===== src/rtl/spi_flash_reader.sv =====
// SPI mode-0 flash read initiator: sends READ_CMD plus a 24-bit address, then streams
// the returned bytes out through a one-entry output register on a valid/ready handshake.
module spi_flash_reader #(
  parameter logic [7:0] READ_CMD       = 8'h03,
  parameter int         CS_HIGH_CYCLES = 4
) (
  input  logic        clk,
  input  logic        reset_n,
  input  logic        start,
  input  logic [23:0] address,
  input  logic [15:0] length,
  output logic        busy,
  output logic [7:0]  data,
  output logic        data_valid,
  input  logic        data_ready,
  output logic        flash_csn,
  output logic        flash_sck,
  output logic        flash_mosi,
  input  logic        flash_miso
);

  typedef enum logic [2:0] {IDLE, CMD, ADDR, DATA, GAP} state_t;

  localparam logic [3:0] GAP_LAST = 4'(CS_HIGH_CYCLES - 1);

  state_t      state, state_nxt;
  logic        ph;
  logic [4:0]  bit_cnt;
  logic [31:0] tx_sr;
  logic [15:0] bytes_left;
  logic [7:0]  rx_sr;
  logic        rx_full;
  logic [3:0]  gap_cnt;

  logic        out_free;
  logic [7:0]  rx_byte;
  logic        shifting;
  logic        byte_done;
  logic        load_rx;
  logic        load_out;

  assign out_free = !data_valid || data_ready;
  assign rx_byte  = {rx_sr[6:0], flash_miso};

  // ph is only ever set in CMD/ADDR/DATA, so it doubles as the serial clock.
  assign busy       = (state != IDLE);
  assign flash_csn  = !((state == CMD) || (state == ADDR) || (state == DATA));
  assign flash_sck  = ph;
  assign flash_mosi = ((state == CMD) || (state == ADDR)) && tx_sr[31];

  always_ff @(posedge clk) begin
    if (!reset_n) state <= IDLE;
    else          state <= state_nxt;
  end

  always_comb begin
    state_nxt = state;
    shifting  = 1'b0;
    byte_done = 1'b0;
    load_rx   = 1'b0;
    case (state)
      IDLE: if (start && length != 16'd0) state_nxt = CMD;
      CMD:  if (ph && bit_cnt == 5'd7)    state_nxt = ADDR;
      ADDR: if (ph && bit_cnt == 5'd23)   state_nxt = DATA;
      DATA: begin
        // A completed byte parked in rx_sr freezes sck low until the output register frees.
        if (rx_full) begin
          load_rx = out_free;
        end else if (bytes_left == 16'd0) begin
          state_nxt = GAP;
        end else begin
          shifting  = 1'b1;
          byte_done = ph && (bit_cnt == 5'd7);
        end
      end
      GAP:     if (gap_cnt == GAP_LAST) state_nxt = IDLE;
      default: state_nxt = IDLE;
    endcase
    load_out = load_rx || (byte_done && out_free);
  end

  always_ff @(posedge clk) begin
    if (!reset_n) begin
      ph         <= 1'b0;
      bit_cnt    <= 5'd0;
      tx_sr      <= 32'd0;
      bytes_left <= 16'd0;
      rx_sr      <= 8'd0;
      rx_full    <= 1'b0;
      gap_cnt    <= 4'd0;
      data       <= 8'd0;
      data_valid <= 1'b0;
    end else begin
      case (state)
        IDLE: begin
          ph      <= 1'b0;
          bit_cnt <= 5'd0;
          if (start && length != 16'd0) begin
            tx_sr      <= {READ_CMD, address};
            bytes_left <= length;
          end
        end
        CMD, ADDR: begin
          ph <= ~ph;
          if (ph) begin
            tx_sr   <= {tx_sr[30:0], 1'b0};
            bit_cnt <= (state_nxt != state) ? 5'd0 : bit_cnt + 5'd1;
          end
        end
        DATA: begin
          if (shifting) begin
            ph <= ~ph;
            if (ph) begin
              rx_sr   <= rx_byte;
              bit_cnt <= byte_done ? 5'd0 : bit_cnt + 5'd1;
              if (byte_done) begin
                bytes_left <= bytes_left - 16'd1;
                rx_full    <= !out_free;
              end
            end
          end else if (load_rx) begin
            rx_full <= 1'b0;
          end
        end
        default: ph <= 1'b0;
      endcase

      gap_cnt <= (state == GAP) ? gap_cnt + 4'd1 : 4'd0;

      if (load_out) begin
        data       <= rx_full ? rx_sr : rx_byte;
        data_valid <= 1'b1;
      end else if (data_ready) begin
        data_valid <= 1'b0;
      end
    end
  end

endmodule


===== config.mk =====
export PLATFORM = sky130hd
export DESIGN_NAME = spi_flash_reader
export DESIGN_NICKNAME = d
export VERILOG_FILES = /design/src/rtl/spi_flash_reader.sv
export SDC_FILE = /design/constraint.sdc
export NUM_CORES = 1
export LEC_CHECK = 0
export BUFFER_PORTS_ARGS = -buffer_cell sky130_fd_sc_hd__buf_2
export CAP_MARGIN = 20
export CORE_MARGIN = 2
export CORE_UTILIZATION = 40
export CTS_BUF_LIST = sky130_fd_sc_hd__clkbuf_8
export CTS_CLUSTER_DIAMETER = 120
export DETAILED_ROUTE_END_ITERATION = 6
export PLACE_DENSITY = 0.71
export SLEW_MARGIN = 15
export SYNTH_ARGS = -nofsm -noshare
export SYNTH_HDL_FRONTEND = slang
export SYNTH_SLANG_ARGS = --single-unit
export TNS_END_PERCENT = 100

===== constraint.sdc =====
create_clock -name clk -period 5.7 [get_ports clk]
set_input_delay 0.855 -clock clk [delete_from_list [all_inputs] [get_ports clk]]
set_output_delay 0.855 -clock clk [all_outputs]
set_load 0.02 [all_outputs]

==> flow_summary.yaml <==
global_routing:
  antenna_found_initial: 0
  overflow: 0
  grt_max_degree: 82
  grt_usage_pct: 15.86
  first_global_vias: 3261
  grt_pass1_wl_um: 14640
yosys:
  synth_area_leaders: "dfxtp_1 (39%), mux2i_1 (10%), o211a_1 (7.7%), nand2_1 (7.5%), o21ai_0 (3.6%)"
  avgSynthCellArea_sq_um: 8.648
  netlist_area_sq_um: 4013
  synth_edf_count: 0
  synthXorXnorAreaFrac_pct: 0.6548
  synth_most_common_cell: "nand2_1"
  synth_seq_cells: 79
  yosys.area_share.simple_pct: 22.17
  synthesis.nets: 512
  yosysTopAreaCell: "dfxtp_1"
  synth_top_cell_area_share_pct: 39.41
  synthCells: 464
  synth_compound_area_share_pct: 22.51
  synth_top_family_by_area: "compound AO/OA/AOI/OAI gates"
  synth_mux_area_share_pct: 9.978
  async_flop_share_pct: 0
  yosysWarnings: 0
  synth_top_flop_cell: "dfxtp_1"
  netlist-cell-type-count: 53
  synth_common_cells: "nand2_1 (80), dfxtp_1 (79), mux2i_1 (40), o211a_1 (31), o21ai_0 (29)"
  synth_adder_area_share_pct: 0.9355
  yosysSeqAreaShare_pct: 39.41
finish:
  utilization_pct: 46.49
  area_delta_synth_final_pct: 13.25
  num_antenna_cells: 0
  stdcell_area_sq_um: 4544
  fin_nets: 549
  final_layout_size_suffix_gt1_share_pct: 17.39
setup_path:
  critical_path_class: "reg -> out"
  end_kind: "output pin"
  r2r-start: "state[2]$_SDFF_PN0_"
  critical_path.cell_chain: "nand2b_1 -> a21oi_4 -> and2_1 -> buf_2"
  ff2ff_path_depth: 6
  required_ns: 4.85
  cp.arrival_ns: 2.24
  cp_max_fo: 25
  start_kind: "flop"
  max_stage_delay_ns: 0.81
  cpMaxStageDelayCell: "a21oi_4"
  crit_end: "flash_mosi"
  r2r_setup_slack_ns: 2.84
  cp-startpoint: "state[0]$_SDFF_PN0_"
  r2r-end: "bytes_left[5]$_SDFFE_PN0P_"
timing:
  max_clock_freq_mhz: 322.6
  final.setup.worst_slack_ns: 2.601
  worst_slew_pin_slew_ns: 1.041
  max_slew_margin_pct: 30.36
  rsz0062_at_grt: "false"
  min_period_over_period_pct: 54.38
  fin_worst_skew_ns: 0.008630
  maxSlewViolCount: 0
  period_needed_ns: 3.099
  setup_viol: 0
  fin_tns_setup_ns: 0
  finalHoldViolCount: 0
route:
  finalWirelength_um: 8708
  drt_first_iter_violations: 253
  via_per_inst: 5.430
  drt_first_pass_iters: 6
  ant_nets: 0
  drc: 0
  num_vias: 3470
  wl_per_cell_um: 13.63
power_and_ir_drop:
  p_leak_nw: 2.106
  p_per_area_nw_per_um2: 253.1
  seq_power_share_pct: 52.0
  comb_power_share_pct: 13.9
  p_switching_w: 0.0003279
  peakVddDrop_uv: 164.5
  power_w: 0.001150
  p_int_w: 0.0008224
  p_clk_share_pct: 34.2
  switching_share_pct: 28.50
placed_design:
  hpwlAfterDp_um: 5887
  dp_slack_ns: 2.929
  placed_cell_area_sq_um: 4335
  numPortBuffers: 57
  place.gp.congestion: 0.8315
floorplanning:
  core_sq_um: 9774
  initial_core_util_pct: 41.05
  die_h_um: 104.2
  ios: 58
  dieArea_sq_um: 10850
  die_w_um: 104.2
  rows: 36
status:
  outcome: "finished, final reports clean"
cts:
  clk_latency_ns: 0.34
  path_clk_slew_ns: 0.08
  cts.path.max_buffers: 2
  htree_levels: 3
  ctsResizeCount: 0
  postCtsSetupRepairBufs: 0
  numClockSinks: 79
  tritoncts: "built"
  cts_buffers: 9
  cts_hold_buf: 0
  cts_root_buf: "clkbuf_8"
job:
  maxCapViolCount: 0
worst_hold_path:
  hp-class: "reg -> reg"
## placed cells by master, fill, tap and decap left out, types with 2 or more instances in the layout
cell type,instances
inv_6,2
clkinv_4,3
and2_1,3
ha_1,3
a31oi_1,4
o211a_1,31
nand2_1,80
and3_1,2
o21ai_1,3
o211ai_1,7
nand4b_1,2
and3b_1,2
xor2_1,2
nand3_1,24
nand2b_1,7
a21boi_0,11
clkbuf_8,10
nand4_1,2
buf_2,57
nor2_1,20
o21a_1,3
o21ai_0,29
nor2b_1,11
nor4_1,5
or3_1,3
nor3_1,4
or4_1,3
mux2i_1,40
dfxtp_1,79
a21boi_1,2
o31ai_1,3
o41ai_1,2
inv_1,6
a21oi_1,17
## layer usage
metal / GRT usage [%] / up-vias / routed length [um]
li1: - / 1738 / -
met1: 21.18 / 1608 / 4213
met2: 25.47 / 113 / 3846
met3: 3.885 / 11 / 555
met4: 4.537 / 0 / 93
met5: 0 / - / 0
## critical path, delay by kind of cell, from the launching register on
family                 cells  cell delay (ns)
flip-flops                 1             0.47
AND/OR/NAND/NOR            2             0.44
AO/OA/AOI/OAI              1             0.81
buffers and inverters      1             0.16
## layout make-up
| cell class | instances | area (sq um) |
|---|---|---|
| repair buffers | 59 | 312.8 |
| clock inverters | 6 | 51.30 |
| flip-flops and latches | 79 | 1582 |
| inverters | 6 | 22.52 |
| clock buffers | 10 | 137.6 |
| multi-input cells | 346 | 2272 |
| fillers | 952 | 5230 |
| well taps | 133 | 166.4 |
## logic make-up (layout without fill, tap and decap cells)
| logic type | Yosys count | count (layout) |
|---|---|---|
| AOI/OAI and AO/OA | 123 | 123 |
| xor gates and xnor gates | 3 | 3 |
| adders and majority gates | 3 | 3 |
| buffers and inverters | 39 | 81 |
| DFF | 79 | 79 |
| muxes | 40 | 40 |
| and+or+nand+nor | 177 | 177 |
## power by group through the flow
| stage | Combinational, W | Clock [W] | Sequential, W |
|---|---|---|---|
| floorplan | 0.000120 | 0 | 0.000605 |
| global placement | 0.000152 | 0 | 0.000609 |
| detailed placement | 0.000156 | 0 | 0.000611 |
| CTS | 0.000157 | 0.000407 | 0.000598 |
| global route | 0.000177 | 0.000432 | 0.000602 |
| finish | 0.000160 | 0.000393 | 0.000598 |
## metrics by stage
| step | std cells | hold WS (ns) |
|---|---|---|
| after floorplan | 464 | 0.4175 |
| after global placement | 622 | 0.4287 |
| after detailed placement | 622 | 0.4374 |
| after CTS | 638 | 0.4493 |
| after global routing | 639 | 0.4620 |
| final | 639 | 0.4490 |
## how the worst min path moves through the flow
stage / from / end / depth (start not counted)
floorplan: gap_cnt[0]$_SDFF_PN0_ / gap_cnt[0]$_SDFF_PN0_ / 1
global placement: gap_cnt[0]$_SDFF_PN0_ / gap_cnt[0]$_SDFF_PN0_ / 1
detailed placement: bytes_left[15]$_SDFFE_PN0P_ / bytes_left[15]$_SDFFE_PN0P_ / 2
CTS: bytes_left[15]$_SDFFE_PN0P_ / bytes_left[15]$_SDFFE_PN0P_ / 2
global route: bytes_left[15]$_SDFFE_PN0P_ / bytes_left[15]$_SDFFE_PN0P_ / 2
finish: bytes_left[15]$_SDFFE_PN0P_ / bytes_left[15]$_SDFFE_PN0P_ / 2
## sequential cells by signal, summed over array words and instances, names as in the netlist
| register | count |
|---|---|
| data | 8 |
| rx_sr | 8 |
| data_valid | 1 |
| bit_cnt | 5 |
| bytes_left | 16 |
| gap_cnt | 4 |
| tx_sr | 32 |
| state | 3 |
| rx_full | 1 |
| flash_sck | 1 |
No activity file was read; power rests on OpenSTA's default activity.
